--- src/rtl/div_unit.sv ---
// Multi-cycle radix-2 restoring divider for MIPS32 DIV/DIVU.
// Quotient drives LO and remainder drives HI, with a one-cycle HI/LO write pulse.
module div_unit #(
  parameter int unsigned WIDTH = 32
) (
  input  logic             clk,
  input  logic             rst,
  input  logic             start_i,
  input  logic             signed_i,
  input  logic             annul_i,
  input  logic [WIDTH-1:0] dividend_i,
  input  logic [WIDTH-1:0] divisor_i,
  output logic             ready_o,
  output logic [WIDTH-1:0] quot_o,
  output logic [WIDTH-1:0] rem_o,
  output logic             whilo_o,
  output logic [WIDTH-1:0] hi_o,
  output logic [WIDTH-1:0] lo_o
);

  localparam int unsigned CW = $clog2(WIDTH + 1);
  localparam logic [CW-1:0] LAST = CW'(WIDTH);

  typedef enum logic [1:0] {FREE, BYZERO, ON, END} state_t;

  state_t           state, state_nxt;
  logic [CW-1:0]    cnt;
  logic [WIDTH-1:0] dvd;
  logic [WIDTH-1:0] dvs;
  logic [WIDTH-1:0] prem;
  logic             neg_q, neg_r;

  logic [WIDTH-1:0] abs_dvd, abs_dvs;
  logic [WIDTH:0]   shifted, diff;

  always_comb begin
    abs_dvd = (signed_i && dividend_i[WIDTH-1]) ? -dividend_i : dividend_i;
    abs_dvs = (signed_i && divisor_i[WIDTH-1])  ? -divisor_i  : divisor_i;
    shifted = {prem, dvd[WIDTH-1]};
    diff    = shifted - {1'b0, dvs};
  end

  always_ff @(posedge clk or negedge rst) begin
    if (!rst) state <= FREE;
    else      state <= state_nxt;
  end

  always_comb begin
    state_nxt = state;
    if (annul_i) begin
      state_nxt = FREE;
    end else begin
      case (state)
        FREE:    if (start_i) state_nxt = (divisor_i == '0) ? BYZERO : ON;
        BYZERO:  state_nxt = END;
        ON:      if (cnt == LAST) state_nxt = END;
        END:     if (!start_i) state_nxt = FREE;
        default: state_nxt = FREE;
      endcase
    end
  end

  always_ff @(posedge clk or negedge rst) begin
    if (!rst) begin
      cnt     <= '0;
      dvd     <= '0;
      dvs     <= '0;
      prem    <= '0;
      neg_q   <= 1'b0;
      neg_r   <= 1'b0;
      ready_o <= 1'b0;
      whilo_o <= 1'b0;
      quot_o  <= '0;
      rem_o   <= '0;
    end else begin
      whilo_o <= 1'b0;
      if (annul_i) begin
        ready_o <= 1'b0;
      end else begin
        case (state)
          FREE: begin
            if (start_i && divisor_i != '0) begin
              dvd   <= abs_dvd;
              dvs   <= abs_dvs;
              prem  <= '0;
              cnt   <= '0;
              neg_q <= signed_i & (dividend_i[WIDTH-1] ^ divisor_i[WIDTH-1]);
              neg_r <= signed_i & dividend_i[WIDTH-1];
            end
          end
          BYZERO: begin
            quot_o <= '0;
            rem_o  <= '0;
          end
          ON: begin
            if (cnt != LAST) begin
              if (!diff[WIDTH]) begin
                prem <= diff[WIDTH-1:0];
                dvd  <= {dvd[WIDTH-2:0], 1'b1};
              end else begin
                prem <= shifted[WIDTH-1:0];
                dvd  <= {dvd[WIDTH-2:0], 1'b0};
              end
              cnt <= cnt + CW'(1);
            end else begin
              quot_o  <= neg_q ? -dvd : dvd;
              rem_o   <= neg_r ? -prem : prem;
              ready_o <= 1'b1;
              whilo_o <= 1'b1;
            end
          end
          END: begin
            // The divide-by-zero path raises ready on its first END edge, so the write pulse fires there.
            if (!start_i) begin
              ready_o <= 1'b0;
            end else if (!ready_o) begin
              ready_o <= 1'b1;
              whilo_o <= 1'b1;
            end
          end
          default: ready_o <= 1'b0;
        endcase
      end
    end
  end

  assign hi_o = rem_o;
  assign lo_o = quot_o;

endmodule

--- config.mk ---
export PLATFORM = sky130hd
export DESIGN_NAME = div_unit
export DESIGN_NICKNAME = d
export VERILOG_FILES = /design/src/rtl/div_unit.sv
export SDC_FILE = /design/constraint.sdc
export NUM_CORES = 1
export LEC_CHECK = 0
export ABC_AREA = 1
export ABC_CLOCK_PERIOD_IN_PS = 3580
export BUFFER_PORTS_ARGS = -buffer_cell sky130_fd_sc_hd__buf_4
export CAP_MARGIN = 20
export CORE_MARGIN = 3
export CORE_UTILIZATION = 35
export DETAILED_ROUTE_END_ITERATION = 10
export GPL_ROUTABILITY_DRIVEN = 1
export GPL_TIMING_DRIVEN = 1
export HOLD_SLACK_MARGIN = 0.12
export RECOVER_POWER = 50
export SLEW_MARGIN = 10
export SYNTH_ARGS = -nofsm -noshare
export SYNTH_HDL_FRONTEND = slang
export SYNTH_SLANG_ARGS = --single-unit
--- constraint.sdc ---
create_clock -name clk -period 3.58 [get_ports clk]
set_input_delay 0.716 -clock clk [delete_from_list [all_inputs] [get_ports clk]]
set_output_delay 0.716 -clock clk [all_outputs]
set_load 0.02 [all_outputs]
==> flow_metrics.env, run 1 <==
export IMPL_leakagePower_nw=8.26
export IMPL_dpl_cell_count=2734
export IMPL_synth_warnings=0
export IMPL_wl_per_cell_um=15.5
export IMPL_crit_required_ns=3.94
export IMPL_cts_buffers=17
export IMPL_period_share=0.770
export IMPL_diodes=0
export IMPL_synthArstFlopShare=1.00
export IMPL_htreeDepth=4
export IMPL_grt_max_degree=67
export IMPL_core_sq_mm=0.0389
export IMPL_cpLargestDelayFamily="simple AND/OR/NAND/NOR gates"
export IMPL_vias_per_cell=4.89
export IMPL_clock_fmax_mhz=363
export IMPL_status="complete, but fails checks"
export IMPL_crit_chain="inv_1 -> ha_1 -> o21ai_0 -> nor2_1 -> nand2_4 -> nor2_4 -> buf_4 -> nand2_1 -> o211ai_1"
export IMPL_firstDrtPassIters=5
export IMPL_crit_type="flip-flop to flip-flop"
export IMPL_finalCoreUtilization=0.405
export IMPL_cts_clk_slew_worst_paths_ns=0.08
export IMPL_gp_congestion=0.917
export IMPL_critPathMaxFanout=45
export IMPL_num_io_pins=199
export IMPL_powerDensity_mw_per_mm2=619
export IMPL_startpoint="state[0]$_DFFE_PN0P_"
export IMPL_synthFlopType="dfrtp_1"
export IMPL_place_area_sq_mm=0.0154
export IMPL_rrSetupSlack_ns=0.82
export IMPL_synth_area_leaders="dfrtp_1 31%, nand2_1 18%, inv_1 8.0%"
export IMPL_post_cts_buffers=0
export IMPL_syn_area_sq_mm=0.0139
export IMPL_die_w_um=205
export IMPL_slowest_delay_ns=0.58
export IMPL_drt_wl_total_mm=42.8
export IMPL_arrival_ns=3.11
export IMPL_first_iter_violations=1117
export IMPL_cts_tree="yes"
export IMPL_ant_nets=0
export IMPL_dieArea_sq_mm=0.0422
export IMPL_grt_remaining_overflow=0
export IMPL_synth_cell_types=49
export IMPL_globalRoute_busiestLayer="met1"
export IMPL_post_layout_nonfiller_instances=2766
export IMPL_maxSlewViolCount=66
export IMPL_worst_clock_skew_ns=0.0122
export IMPL_dpl_hpwl_mm=34.1
export IMPL_synth_area_per_cell_sq_um=6.54
export IMPL_synth_edff_count=0
export IMPL_cp_end_kind="flip-flop"
export IMPL_violations="capacitance limit, slew limit"
export IMPL_synth_top_area_frac=0.310
export IMPL_cp_depth=9
export IMPL_crit_slowest_cell="buf_4"
export IMPL_hold_class="input pin to flip-flop"
export IMPL_synthesis_nets=2238
export IMPL_setup_ws_ns=0.823
export IMPL_rsz0062_at_grt="false"
export IMPL_netlist_top_cells_count="677 x nand2_1, 297 x inv_1, 175 x nand3_1"
export IMPL_worstSetupEndpoint="dvd[11]$_DFFE_PN0P_"
export IMPL_grt_pass1_vias=12300
export IMPL_setup_viol=0
export IMPL_drive_gt1_frac=0.120
export IMPL_cp_start_kind="flip-flop"
export IMPL_fp_row_count=72
export IMPL_timing_rr_end="dvd[11]$_DFFE_PN0P_"
export IMPL_setup_tns_ns=0
export IMPL_yosysSeqAreaShare=0.310
export IMPL_hold_viol_final=0
export IMPL_syn_inst=2127
export IMPL_cts_resized_gates=0
export IMPL_clock_latency_ns=0.44
export IMPL_use_met3=0.0315
export IMPL_critPathBufInv=2
export IMPL_period_minus_slack_ns=2.76
export IMPL_syn2layout_area_growth_pct=13.3
export IMPL_r2r_start="state[0]$_DFFE_PN0P_"
export IMPL_dp_slack_ns=0.566
export IMPL_antenna_found_initial=0
export IMPL_grt_pass1_wl_mm=67.2
export IMPL_rr_worst_depth=9
export IMPL_synth_seq_cells=172
export IMPL_cts_buffer_depth=2
export IMPL_hold_buffers=0
export IMPL_synth_top_cell_by_area="dfrtp_1"
export IMPL_maxSlewHeadroom=-0.183
export IMPL_use_met1=0.315
export IMPL_maxCapViolations=1
export IMPL_ir_drop_mv=0.338
export IMPL_tightestPinTransition_ns=1.77
export IMPL_drc_errors=0
export IMPL_use_met2=0.289
export IMPL_clock_root_buffer="clkbuf_16"
export IMPL_die_h_um=205
export IMPL_via_count=13500
export IMPL_grt_total_usage=0.200
export IMPL_nets=2346
export IMPL_start_util=0.357
export IMPL_io_buffer_count=198
export IMPL_stdcell_area_sq_mm=0.0157
export IMPL_yosys_cell_count_top_type="nand2_1"
export IMPL_clock_sinks=172
[worst min-delay path by stage]
stage	from	end	slack (ns)	cells past startpoint
final	annul_i	whilo_o$_DFF_PN0_	0.45	2
after global routing	annul_i	whilo_o$_DFF_PN0_	0.44	2
after CTS	rst	lo_o[20]$_DFFE_PN0P_	0.29	1
after detailed placement	dvs[14]$_DFFE_PN0P_	dvs[14]$_DFFE_PN0P_	0.47	2
after global placement	dvs[21]$_DFFE_PN0P_	dvs[21]$_DFFE_PN0P_	0.47	2
after floorplan	rst	cnt[0]$_DFFE_PN0P_	0.42	0
[sequential cells by signal, indices dropped and copies added, names as in the netlist]
register and cells:
lo_o 32, dvd 32, ready_o 1, cnt 6, hi_o 32, state 2, dvs 32, prem 32
whilo_o 1, neg_r 1, neg_q 1
[final cells by class]
cell class | instances | area (sq um)
Inverter | 305 | 1140
Sequential cell | 172 | 4300
Clock buffer | 18 | 439
Fill cell | 4187 | 23200
Multi-Input combinational cell | 1528 | 7670
Timing Repair Buffer | 211 | 1370
Tap cell | 518 | 648
Clock inverter | 14 | 174
[cells in the final DEF (no fill, tap or decap), types with 41 or more instances in the layout]
| master | n |
|---|---|
| clkbuf_1 | 63 |
| nor2_1 | 153 |
| o21ai_0 | 124 |
| ha_1 | 41 |
| inv_1 | 297 |
| nand3_1 | 174 |
| buf_4 | 144 |
| a21oi_1 | 65 |
| dfrtp_1 | 172 |
| xor2_1 | 51 |
| nand2_1 | 677 |
[per-stage QoR]
step                      total power [mW]  hold WS (ns)
after global routing                  10.5         0.436
after CTS                             9.92         0.294
after detailed placement              7.93         0.474
after global placement                7.87         0.469
final                                 9.75         0.449
after floorplan                       6.43         0.420
[metal layers]
layer	vias to the layer above	part of all wire	routed length [um]
met1	6170	0.51	21800
li1	6904	-	-
met5	-	0	0
met2	413	0.41	17800
met4	0	0.0090	387
met3	28	0.067	2870
[power breakdown]
part           leakage (nW)  switching (mW)  total [mW]  internal, mW
Sequential             2.28           0.572        3.06          2.49
Combinational          5.69            3.25        4.73          1.48
Clock                 0.291           0.892        1.97          1.07
[kinds of logic (layout without fill, tap and decap cells)]
family,count (synthesis),count (layout),synth area share
adders and majority gates,42,42,0.0383
AOI/OAI and AO/OA,265,265,0.107
buffers and inverters,427,548,0.139
DFF,172,172,0.310
and+or+nand+nor,1152,1152,0.362
xor gates and xnor gates,69,69,0.0435
Power figures use the tool's default switching activity.
==> inputs of run 2 (changes only) <==
ABC_CLOCK_PERIOD_IN_PS = 2300   (was 3580)
clock period = 2.3 ns   (was 3.58 ns; I/O delays follow)
==> flow_metrics.env, run 2 (synthesized netlist as in run 1, its figures left out) <==
export IMPL_whs_endpoint="whilo_o$_DFF_PN0_"
export IMPL_hold_class="input pin to flip-flop"
export IMPL_ant_nets=0
export IMPL_maxSlewViolCount=0
export IMPL_core_sq_mm=0.0389
export IMPL_grt_pass1_wl_mm=69.0
export IMPL_cts_tree="yes"
export IMPL_cts_buffers=17
export IMPL_dpl_hpwl_mm=35.8
export IMPL_nFillCells=4177
export IMPL_hold_viol_final=0
export IMPL_rrSetupSlack_ns=0.02
export IMPL_cts_buffer_depth=2
export IMPL_gp_congestion=0.938
export IMPL_ir_drop_mv=0.408
export IMPL_critPathBufInv=3
export IMPL_crit_required_ns=2.64
export IMPL_rr_worst_depth=14
export IMPL_firstDrtPassIters=5
export IMPL_dp_slack_ns=-0.00391
export IMPL_rsz0062_at_grt="true"
export IMPL_grt_pass1_vias=12600
export IMPL_drt_wl_total_mm=44.9
export IMPL_nets=2441
export IMPL_htreeDepth=4
export IMPL_leakagePower_nw=9.02
export IMPL_status="finished, final reports clean"
export IMPL_grt_max_degree=67
export IMPL_layout_commonest_cell="nand2_1"
export IMPL_grt_total_usage=0.206
export IMPL_maxCapViolations=0
export IMPL_clock_sinks=172
export IMPL_crit_slowest_cell="dfrtp_1"
export IMPL_setup_viol=0
export IMPL_num_io_pins=199
export IMPL_crit_type="flip-flop to flip-flop"
export IMPL_power_mw=16.1
export IMPL_arrival_ns=2.62
export IMPL_critPathMaxFanout=14
export IMPL_cp_end_kind="flip-flop"
export IMPL_period_minus_slack_ns=2.28
export IMPL_cp_start_kind="flip-flop"
export IMPL_via_count=14000
export IMPL_antenna_found_initial=0
export IMPL_setup_ws_ns=0.0150
export IMPL_holdWs_ns=0.186
export IMPL_wl_per_cell_um=15.7
export IMPL_tightestPinTransition_ns=1.08
export IMPL_timing_rr_end="prem[14]$_DFFE_PN0P_"
export IMPL_slowest_delay_ns=0.45
export IMPL_powerDensity_mw_per_mm2=944
export IMPL_period_share=0.993
export IMPL_dieArea_sq_mm=0.0422
export IMPL_cts_clk_slew_worst_paths_ns=0.07
export IMPL_die_h_um=205
export IMPL_diodes=0
export IMPL_clock_root_buffer="clkbuf_16"
export IMPL_cpLargestDelayFamily="simple AND/OR/NAND/NOR gates"
export IMPL_die_w_um=205
export IMPL_io_buffer_count=198
export IMPL_holdPathStages=2
export IMPL_worst_clock_skew_ns=0.00939
export IMPL_crit_chain="ha_1 -> nand2_1 -> inv_2 -> nand2_2 -> inv_1 -> a21oi_2 -> nand2_4 -> nand2_4 -> nand3_4 -> buf_12 -> nand2_8 -> nand2_2 -> nand3_2 -> nand2_1"
export IMPL_drc_errors=0
export IMPL_hp_start="annul_i"
export IMPL_fp_row_count=72
export IMPL_maxSlewHeadroom=0.283
export IMPL_final_cell_mix="669 x nand2_1, 292 x inv_1, 236 x buf_4, 172 x dfrtp_1, 151 x nor2_1"
export IMPL_r2r_start="prem[13]$_DFFE_PN0P_"
export IMPL_vias_per_cell=4.90
export IMPL_first_iter_violations=1038
export IMPL_start_util=0.357
export IMPL_grt_remaining_overflow=0
export IMPL_syn2layout_area_growth_pct=23.0
export IMPL_clock_latency_ns=0.44
export IMPL_clock_fmax_mhz=438
export IMPL_drive_gt1_frac=0.189
## run 2: power by group
part,leakage [nW],internal [mW],total [mW],switching [mW]
logic,6.47,3.01,8.46,5.45
registers,2.28,3.87,4.70,0.824
clock network,0.273,1.65,2.98,1.33
total,9.02,8.53,16.1,7.60
## run 2: stage by stage
| stage | TNS, ns | std cells | instance area, sq um | util |
|---|---|---|---|---|
| after global placement | 0 | 2808 | 16000 | 0.412 |
| after floorplan | 0 | 2127 | 13900 | - |
| final | 0 | 2861 | 17100 | 0.439 |
| after CTS | 0 | 2842 | 16700 | 0.428 |
| after detailed placement | -0.00676 | 2808 | 16000 | 0.412 |
| after global routing | -0.730 | 2861 | 17100 | 0.439 |
## run 2: area by class of cell
type,instances,area [sq um],area share
clock buffer,21,450,0.0263
clock inverter,11,135,0.00790
inverter,305,1140,0.0670
multi-input combinational,1531,8130,0.476
sequential,172,4300,0.252
tap,518,648,0.0379
timing repair buffer,303,2280,0.133
## run 2: routing by layer
metal  wire (um)  vias to the layer above  GRT usage
met5           0                        -          0
met4         485                        0     0.0366
met3        2510                       37     0.0212
met2       18700                      412      0.298
met1       23200                     6474      0.332
li1            -                     7104          -
## run 2: worst max-delay path by stage
stage / slack [ns] / to / startpoint / cells after the start
after global placement: 0.05 / prem[8]$_DFFE_PN0P_ / dvd[31]$_DFFE_PN0P_ / 17
after global routing: -0.05 / prem[17]$_DFFE_PN0P_ / dvs[0]$_DFFE_PN0P_ / 16
final: 0.02 / prem[14]$_DFFE_PN0P_ / prem[13]$_DFFE_PN0P_ / 14
after detailed placement: -0.004 / prem[6]$_DFFE_PN0P_ / dvs[0]$_DFFE_PN0P_ / 16
after floorplan: 0.13 / prem[16]$_DFFE_PN0P_ / dvd[31]$_DFFE_PN0P_ / 18
after CTS: 0.008 / prem[27]$_DFFE_PN0P_ / dvs[0]$_DFFE_PN0P_ / 15
## run 2: what timing repair did
action / 4_1_cts / 5_1_grt
hold buffers: 1 / 0
buffers inserted: 0 / 13
gates resized for setup: 1 / 78
endpoints found under the setup margin: 10 / 37
cloned: 1 / 6
pin swaps: 1 / 22
hold endpoints to repair: 38 / 0
